$ cat config.mk
export PLATFORM = sky130hd
export DESIGN_NAME = mem_arbiter
export DESIGN_NICKNAME = d
export VERILOG_FILES = /design/src/rtl/mem_arbiter.sv
export SDC_FILE = /design/constraint.sdc
export NUM_CORES = 1
export LEC_CHECK = 0
export CAP_MARGIN = 20
export CORE_UTILIZATION = 44
export CTS_BUF_LIST = sky130_fd_sc_hd__clkbuf_4
export DETAILED_ROUTE_END_ITERATION = 8
export GPL_TIMING_DRIVEN = 0
export MAX_ROUTING_LAYER = met4
export PLACE_DENSITY = 0.88
export SYNTH_ARGS = -nofsm -noshare
export SYNTH_HDL_FRONTEND = slang
export SYNTH_SLANG_ARGS = --single-unit
$ cat constraint.sdc
create_clock -name clk_i -period 2.5 [get_ports clk_i]
set_clock_uncertainty 0.2 [all_clocks]
set_input_delay 0.5 -clock clk_i [delete_from_list [all_inputs] [get_ports clk_i]]
set_output_delay 0.5 -clock clk_i [all_outputs]
set_load 0.01 [all_outputs]
$ cat src/rtl/mem_arbiter.sv
// mem_arbiter: shares the single-port mem RAM between instruction fetch (port 0)
// and load/store (port 1). One transaction is in flight at a time; all memory
// drive and responses are registered, only reqx_ready_o is combinational.
// Build option: define MEM_ARB_RR_EN for round-robin arbitration; when it is
// undefined, port 1 (load/store) wins every tie and no pointer register exists.
module mem_arbiter #(
    parameter int ADDR_WIDTH       = 16,
    parameter int DATA_WIDTH_BYTES = 4,
    parameter int MEM_RD_LAT       = 1
) (
    input  logic                               clk_i,
    input  logic                               rst_i,
    input  logic                               req0_valid_i,
    output logic                               req0_ready_o,
    input  logic                               req0_we_i,
    input  logic [ADDR_WIDTH-1:0]              req0_addr_i,
    input  logic [DATA_WIDTH_BYTES-1:0]        req0_be_i,
    input  logic [8*DATA_WIDTH_BYTES-1:0]      req0_wdata_i,
    output logic                               rsp0_valid_o,
    output logic [8*DATA_WIDTH_BYTES-1:0]      rsp0_rdata_o,
    input  logic                               req1_valid_i,
    output logic                               req1_ready_o,
    input  logic                               req1_we_i,
    input  logic [ADDR_WIDTH-1:0]              req1_addr_i,
    input  logic [DATA_WIDTH_BYTES-1:0]        req1_be_i,
    input  logic [8*DATA_WIDTH_BYTES-1:0]      req1_wdata_i,
    output logic                               rsp1_valid_o,
    output logic [8*DATA_WIDTH_BYTES-1:0]      rsp1_rdata_o,
    output logic [DATA_WIDTH_BYTES-1:0]        mem_wenableL_o,
    output logic [ADDR_WIDTH-1:0]              mem_addr_o,
    output logic [DATA_WIDTH_BYTES-1:0][7:0]   mem_w_o,
    input  logic [DATA_WIDTH_BYTES-1:0][7:0]   mem_r_i
);

    localparam int DW = 8 * DATA_WIDTH_BYTES;
    localparam int CW = (MEM_RD_LAT < 1) ? 1 : $clog2(MEM_RD_LAT + 1);
    localparam logic [CW-1:0] LAST_CNT = CW'(MEM_RD_LAT);

    typedef enum logic {
        IDLE,
        ACCESS
    } state_e;

    state_e state_q, state_d;
    logic owner_q, owner_d;
    logic we_q, we_d;
    logic [CW-1:0] cnt_q, cnt_d;

    // The memory drive registers double as the captured address, byte enables
    // and write data of the accepted request, so no separate payload copy is kept.
    logic [DATA_WIDTH_BYTES-1:0] memWenableL_q, memWenableL_d;
    logic [ADDR_WIDTH-1:0] memAddr_q, memAddr_d;
    logic [DW-1:0] memW_q, memW_d;

    logic rsp0Valid_q, rsp0Valid_d;
    logic rsp1Valid_q, rsp1Valid_d;
    logic [DW-1:0] rsp0Rdata_q, rsp0Rdata_d;
    logic [DW-1:0] rsp1Rdata_q, rsp1Rdata_d;

    logic grant0, grant1;
    logic selWe;
    logic [ADDR_WIDTH-1:0] selAddr;
    logic [DATA_WIDTH_BYTES-1:0] selBe;
    logic [DW-1:0] selWdata;

`ifdef MEM_ARB_RR_EN
    logic rrPref_q, rrPref_d;

    // Grant only in IDLE; on a tie the pointer picks the port not granted last.
    always_comb begin
        grant0 = 1'b0;
        grant1 = 1'b0;
        if (!rst_i && state_q == IDLE) begin
            if (req0_valid_i && req1_valid_i) begin
                grant0 = ~rrPref_q;
                grant1 = rrPref_q;
            end else begin
                grant0 = req0_valid_i;
                grant1 = req1_valid_i;
            end
        end
    end

    // After any accept, the pointer prefers the other port on the next tie.
    always_comb begin
        rrPref_d = rrPref_q;
        if (grant0) begin
            rrPref_d = 1'b1;
        end else if (grant1) begin
            rrPref_d = 1'b0;
        end
    end
`else
    // Grant only in IDLE; load/store always beats fetch, fetch may starve.
    always_comb begin
        grant0 = 1'b0;
        grant1 = 1'b0;
        if (!rst_i && state_q == IDLE) begin
            grant1 = req1_valid_i;
            grant0 = req0_valid_i && !req1_valid_i;
        end
    end
`endif

    // Select the winning port's payload for capture on the accepting edge.
    always_comb begin
        selWe    = grant1 ? req1_we_i    : req0_we_i;
        selAddr  = grant1 ? req1_addr_i  : req0_addr_i;
        selBe    = grant1 ? req1_be_i    : req0_be_i;
        selWdata = grant1 ? req1_wdata_i : req0_wdata_i;
    end

    // Sequencer: idle memory drive and no response unless a step below says so.
    always_comb begin
        state_d       = state_q;
        owner_d       = owner_q;
        we_d          = we_q;
        cnt_d         = cnt_q;
        memWenableL_d = '1;
        memAddr_d     = '0;
        memW_d        = '0;
        rsp0Valid_d   = 1'b0;
        rsp1Valid_d   = 1'b0;
        rsp0Rdata_d   = rsp0Rdata_q;
        rsp1Rdata_d   = rsp1Rdata_q;
        case (state_q)
            IDLE: begin
                if (grant0 || grant1) begin
                    state_d   = ACCESS;
                    owner_d   = grant1;
                    we_d      = selWe;
                    cnt_d     = '0;
                    memAddr_d = selAddr;
                    if (selWe) begin
                        memW_d        = selWdata;
                        memWenableL_d = ~selBe;
                    end
                end
            end
            ACCESS: begin
                if (we_q) begin
                    state_d = IDLE;
                    if (owner_q) begin
                        rsp1Valid_d = 1'b1;
                        rsp1Rdata_d = '0;
                    end else begin
                        rsp0Valid_d = 1'b1;
                        rsp0Rdata_d = '0;
                    end
                end else if (cnt_q == LAST_CNT) begin
                    state_d = IDLE;
                    if (owner_q) begin
                        rsp1Valid_d = 1'b1;
                        rsp1Rdata_d = mem_r_i;
                    end else begin
                        rsp0Valid_d = 1'b1;
                        rsp0Rdata_d = mem_r_i;
                    end
                end else begin
                    memAddr_d = memAddr_q;
                    cnt_d     = cnt_q + 1'b1;
                end
            end
            default: begin
                state_d = IDLE;
            end
        endcase
    end

    // State and output registers; reset aborts any transaction without a response.
    always_ff @(posedge clk_i) begin
        if (rst_i) begin
            state_q       <= IDLE;
            owner_q       <= 1'b0;
            we_q          <= 1'b0;
            cnt_q         <= '0;
            memWenableL_q <= '1;
            memAddr_q     <= '0;
            memW_q        <= '0;
            rsp0Valid_q   <= 1'b0;
            rsp1Valid_q   <= 1'b0;
            rsp0Rdata_q   <= '0;
            rsp1Rdata_q   <= '0;
`ifdef MEM_ARB_RR_EN
            rrPref_q      <= 1'b0;
`endif
        end else begin
            state_q       <= state_d;
            owner_q       <= owner_d;
            we_q          <= we_d;
            cnt_q         <= cnt_d;
            memWenableL_q <= memWenableL_d;
            memAddr_q     <= memAddr_d;
            memW_q        <= memW_d;
            rsp0Valid_q   <= rsp0Valid_d;
            rsp1Valid_q   <= rsp1Valid_d;
            rsp0Rdata_q   <= rsp0Rdata_d;
            rsp1Rdata_q   <= rsp1Rdata_d;
`ifdef MEM_ARB_RR_EN
            rrPref_q      <= rrPref_d;
`endif
        end
    end

    assign req0_ready_o   = grant0;
    assign req1_ready_o   = grant1;
    assign rsp0_valid_o   = rsp0Valid_q;
    assign rsp1_valid_o   = rsp1Valid_q;
    assign rsp0_rdata_o   = rsp0Rdata_q;
    assign rsp1_rdata_o   = rsp1Rdata_q;
    assign mem_wenableL_o = memWenableL_q;
    assign mem_addr_o     = memAddr_q;
    assign mem_w_o        = memW_q;

endmodule
==> metrics.md <==
| Metric | Value |
|---|---|
| Status | completed |
| Worst slew margin | 58.7% |
| Critical path type | reg -> out |
| Seq/Total Area, Yosys | 48.2% |
| Total grt overflow | 0 |
| Detail Route Antenna Nets | 0 |
| EDFF count, synth | 0 |
| Commonest non-fill, non-tap cell in the layout | clkdlybuf4s50_1 |
| Net count, final | 982 |
| Fraction of layout cells with a size suffix above 1 | 15.7% |
| Final Setup Violations | 0 |
| Ports | 262 |
| Die width | 109 um |
| Final Hold Vio Count | 0 |
| Synth Flop Type | dfxtp_1 |
| GPL Wtd Cong | 0.954 |
| Main combinational cell family by area after synthesis | compound AO/OA/AOI/OAI gates |
| Avg WL per Cell | 17.1 um |
| Via count | 5,175 |
| Slowest cell on the critical path | or3b_4 |
| Element type at the critical path end | output port |
| Max-cap violations | 0 |
| Final core occ | 74.6% |
| Setup_tns | 0 ns |
| Num CTS Buffers | 17 |
| Clk pin slew, worst setup/hold paths | 0.13 ns |
| Crit-path max cell delay | 0.39 ns |
| FF+latch area | between 0.002 and 0.0025 mm^2 |
| PnR worst setup slack | 0.104 ns |
| Clock buffer depth | 2 |
| Max FO, Critical Path | 19 |
| Slew Limit Fails | 0 |
| Fillers | 807 |
| Flop2flop setup slack | 0.61 ns |
| CP Launch Type | flop |
| Die ar. | 0.0120 mm^2 |
| GRT Util Overall | 30.0% |
| Synth Area in Compound Gates | 22.7% |
| Arrival time at the worst endpoint | 1.70 ns |
| Final period util | 95.8% |
| Worst slack, placed | -0.789 ns |
| Adder-Cell Fraction of Synth Area | 0% |
| WHS | around 0.26 ns |
| Initial Util | ~46% |
| Clk sink count | 122 |
| Minimum clock period | 2.40 ns |
| DP Wirelength | between 10 and 15 mm |
| Post-Synthesis Cells | 560 |
| H-Tree Depth | 4 |
| Hold Path Class | reg -> reg |
| Die height | 109 um |
| Worst skew pair latency | 0.49 ns |
| Peak VDD IR | 309 uV |
| Unrepaired setup endpoints after global routing | false |
| DP Area | 0.00786 mm^2 |
| Number of global-route vias before repair | roughly 5,400 |
| Post-synthesis simple-gate area fraction | 22.0% |
| Buffers added on ports | 261 |
| Rows | 38 |
| Antenna Cells | 0 |
| Root Driver | clkbuf_4 |
| Core footprint | 0.0110 mm^2 |
| Cell variety after synth | 36 |
| Final Cell Area | 0.00823 mm^2 |
| Measured slew at the worst slew-check pin | 0.619 ns |
| CTS tree | yes |
| Vias per Instance | about 5.2 |
| Post-synthesis area per instance | 9.05 um^2 |
| Largest net degree at the start of global routing | 20 |
| Final wirelength | roughly 17 mm |
| First-pass GRT wire length | 26.4 mm |
| Crit-path most repeated cell | buf_6 |
| Post-Synth XOR/XNOR Area | 0% |
| #FFs+latches synth | 122 |
| Synth Net Count | 702 |
| Commonest non-fill, non-tap cells in the layout | 257 x clkdlybuf4s50_1, 121 x dfxtp_1, 91 x nand2_1, 89 x o21ai_0, 31 x nor2b_1 |
| Initial antenna violation count | 0 |
| FFs w/ async S/R, synth | 0% |
| Drt initial violations | 247 |
| Fmax achieved | 417 MHz |
| First-pass iteration count of the detailed router | 5 |
| Post-synthesis mux area share | 0% |
| Synthesized cell area | 0.00507 mm^2 |
| Post-route DRC | 0 |
| CP Data Required Time | 1.80 ns |
| Power density over the cells | around 560 mW/mm^2 |
| P_leak | ~3.1 nW |
| Syn. warnings | 0 |
| Layout Area Growth over Synthesis | 62.3% |
| CP Cell Sequence | buf_6 > or3b_4 > buf_6 > clkinv_8 > buf_6 |
| Multi-input gate area | 0.00227 mm^2 |
-- logic make-up after synthesis --
group,Yosys count
flops,122
simple gates,200
buf+inv,65
compound gates,173
-- sequential cells by signal, summed over array words and instances (netlist names), 4 cells and up --
name and cells:
mem_w_o 32, rsp1_rdata_o 32, rsp0_rdata_o 32, mem_addr_o 16, mem_wenableL_o 4
-- per-stage QoR --
stage                     instances  total power (W)
after detailed placement        961          0.00289
after global routing            993          0.00480
after floorplan                 560          0.00242
after global placement          961          0.00286
after CTS                       993          0.00464
final                           993          0.00462
-- area by class of cell --
class | instances | area share, %
flip-flops and latches | 122 | 29.7
repair buffers | 263 | 31.9
clock inverters | 14 | 2.83
multi-input cells | 373 | 27.6
well taps | 140 | 2.13
inverters | 14 | 0.791
clock buffers | 18 | 1.64
plain buffers | 49 | 3.47
-- worst paths after layout --
check / from / end / depth (start not counted)
worst max-delay path: state_q / req1_ready_o / 5
worst min-delay path: mem_addr_o[4] / mem_addr_o[4] / 2
worst max register to register: cnt_q / rsp0_rdata_o[8] / 5
worst min register to register: mem_addr_o[4] / mem_addr_o[4] / 2
-- report_power, final --
part	internal (W)	switching, W
Combinational	0.000441	0.000347
Sequential	0.00202	0.0000412
Clock	0.000937	0.000830
-- Yosys cell counts (5+ instances only) --
cell	instances	area, um^2
nor2b_1	31	194
or3b_2	20	175
buf_6	8	90.1
o21ai_0	89	445
or3_1	11	68.8
a22oi_1	15	113
a21oi_1	17	85.1
a21o_1	5	37.5
a21oi_2	29	254
buf_2	14	70.1
dfxtp_1	122	2440
nand2_2	10	62.6
inv_1	13	48.8
nand2_1	91	342
clkbuf_1	24	90.1
o41ai_2	9	146
nand3b_1	22	165
-- routing by layer --
metal / global-route usage (%) / vias up / share of wire [%]
met1: 31.8 / 2414 / 37
met3: 8.48 / 41 / 8.5
met5: - / - / 0
li1: - / 2476 / -
met4: 11.8 / 0 / 2.5
met2: 52.8 / 244 / 52
-- timing repair --
action	in CTS	in global routing
gates cloned	0	0
buffers inserted	2	0
gates resized for setup	14	2
setup endpoints to repair	2	1
pin swaps	0	0
hold buffers	0	0
-- worst max-delay path, delay by kind of cell (launching register included) --
kind / cells / cell delay (ns)
buffers and inverters: 4 / 0.47
AND/OR/NAND/NOR: 1 / 0.39
flip-flops: 1 / 0.35
No activity file was read; power rests on OpenSTA's default activity.
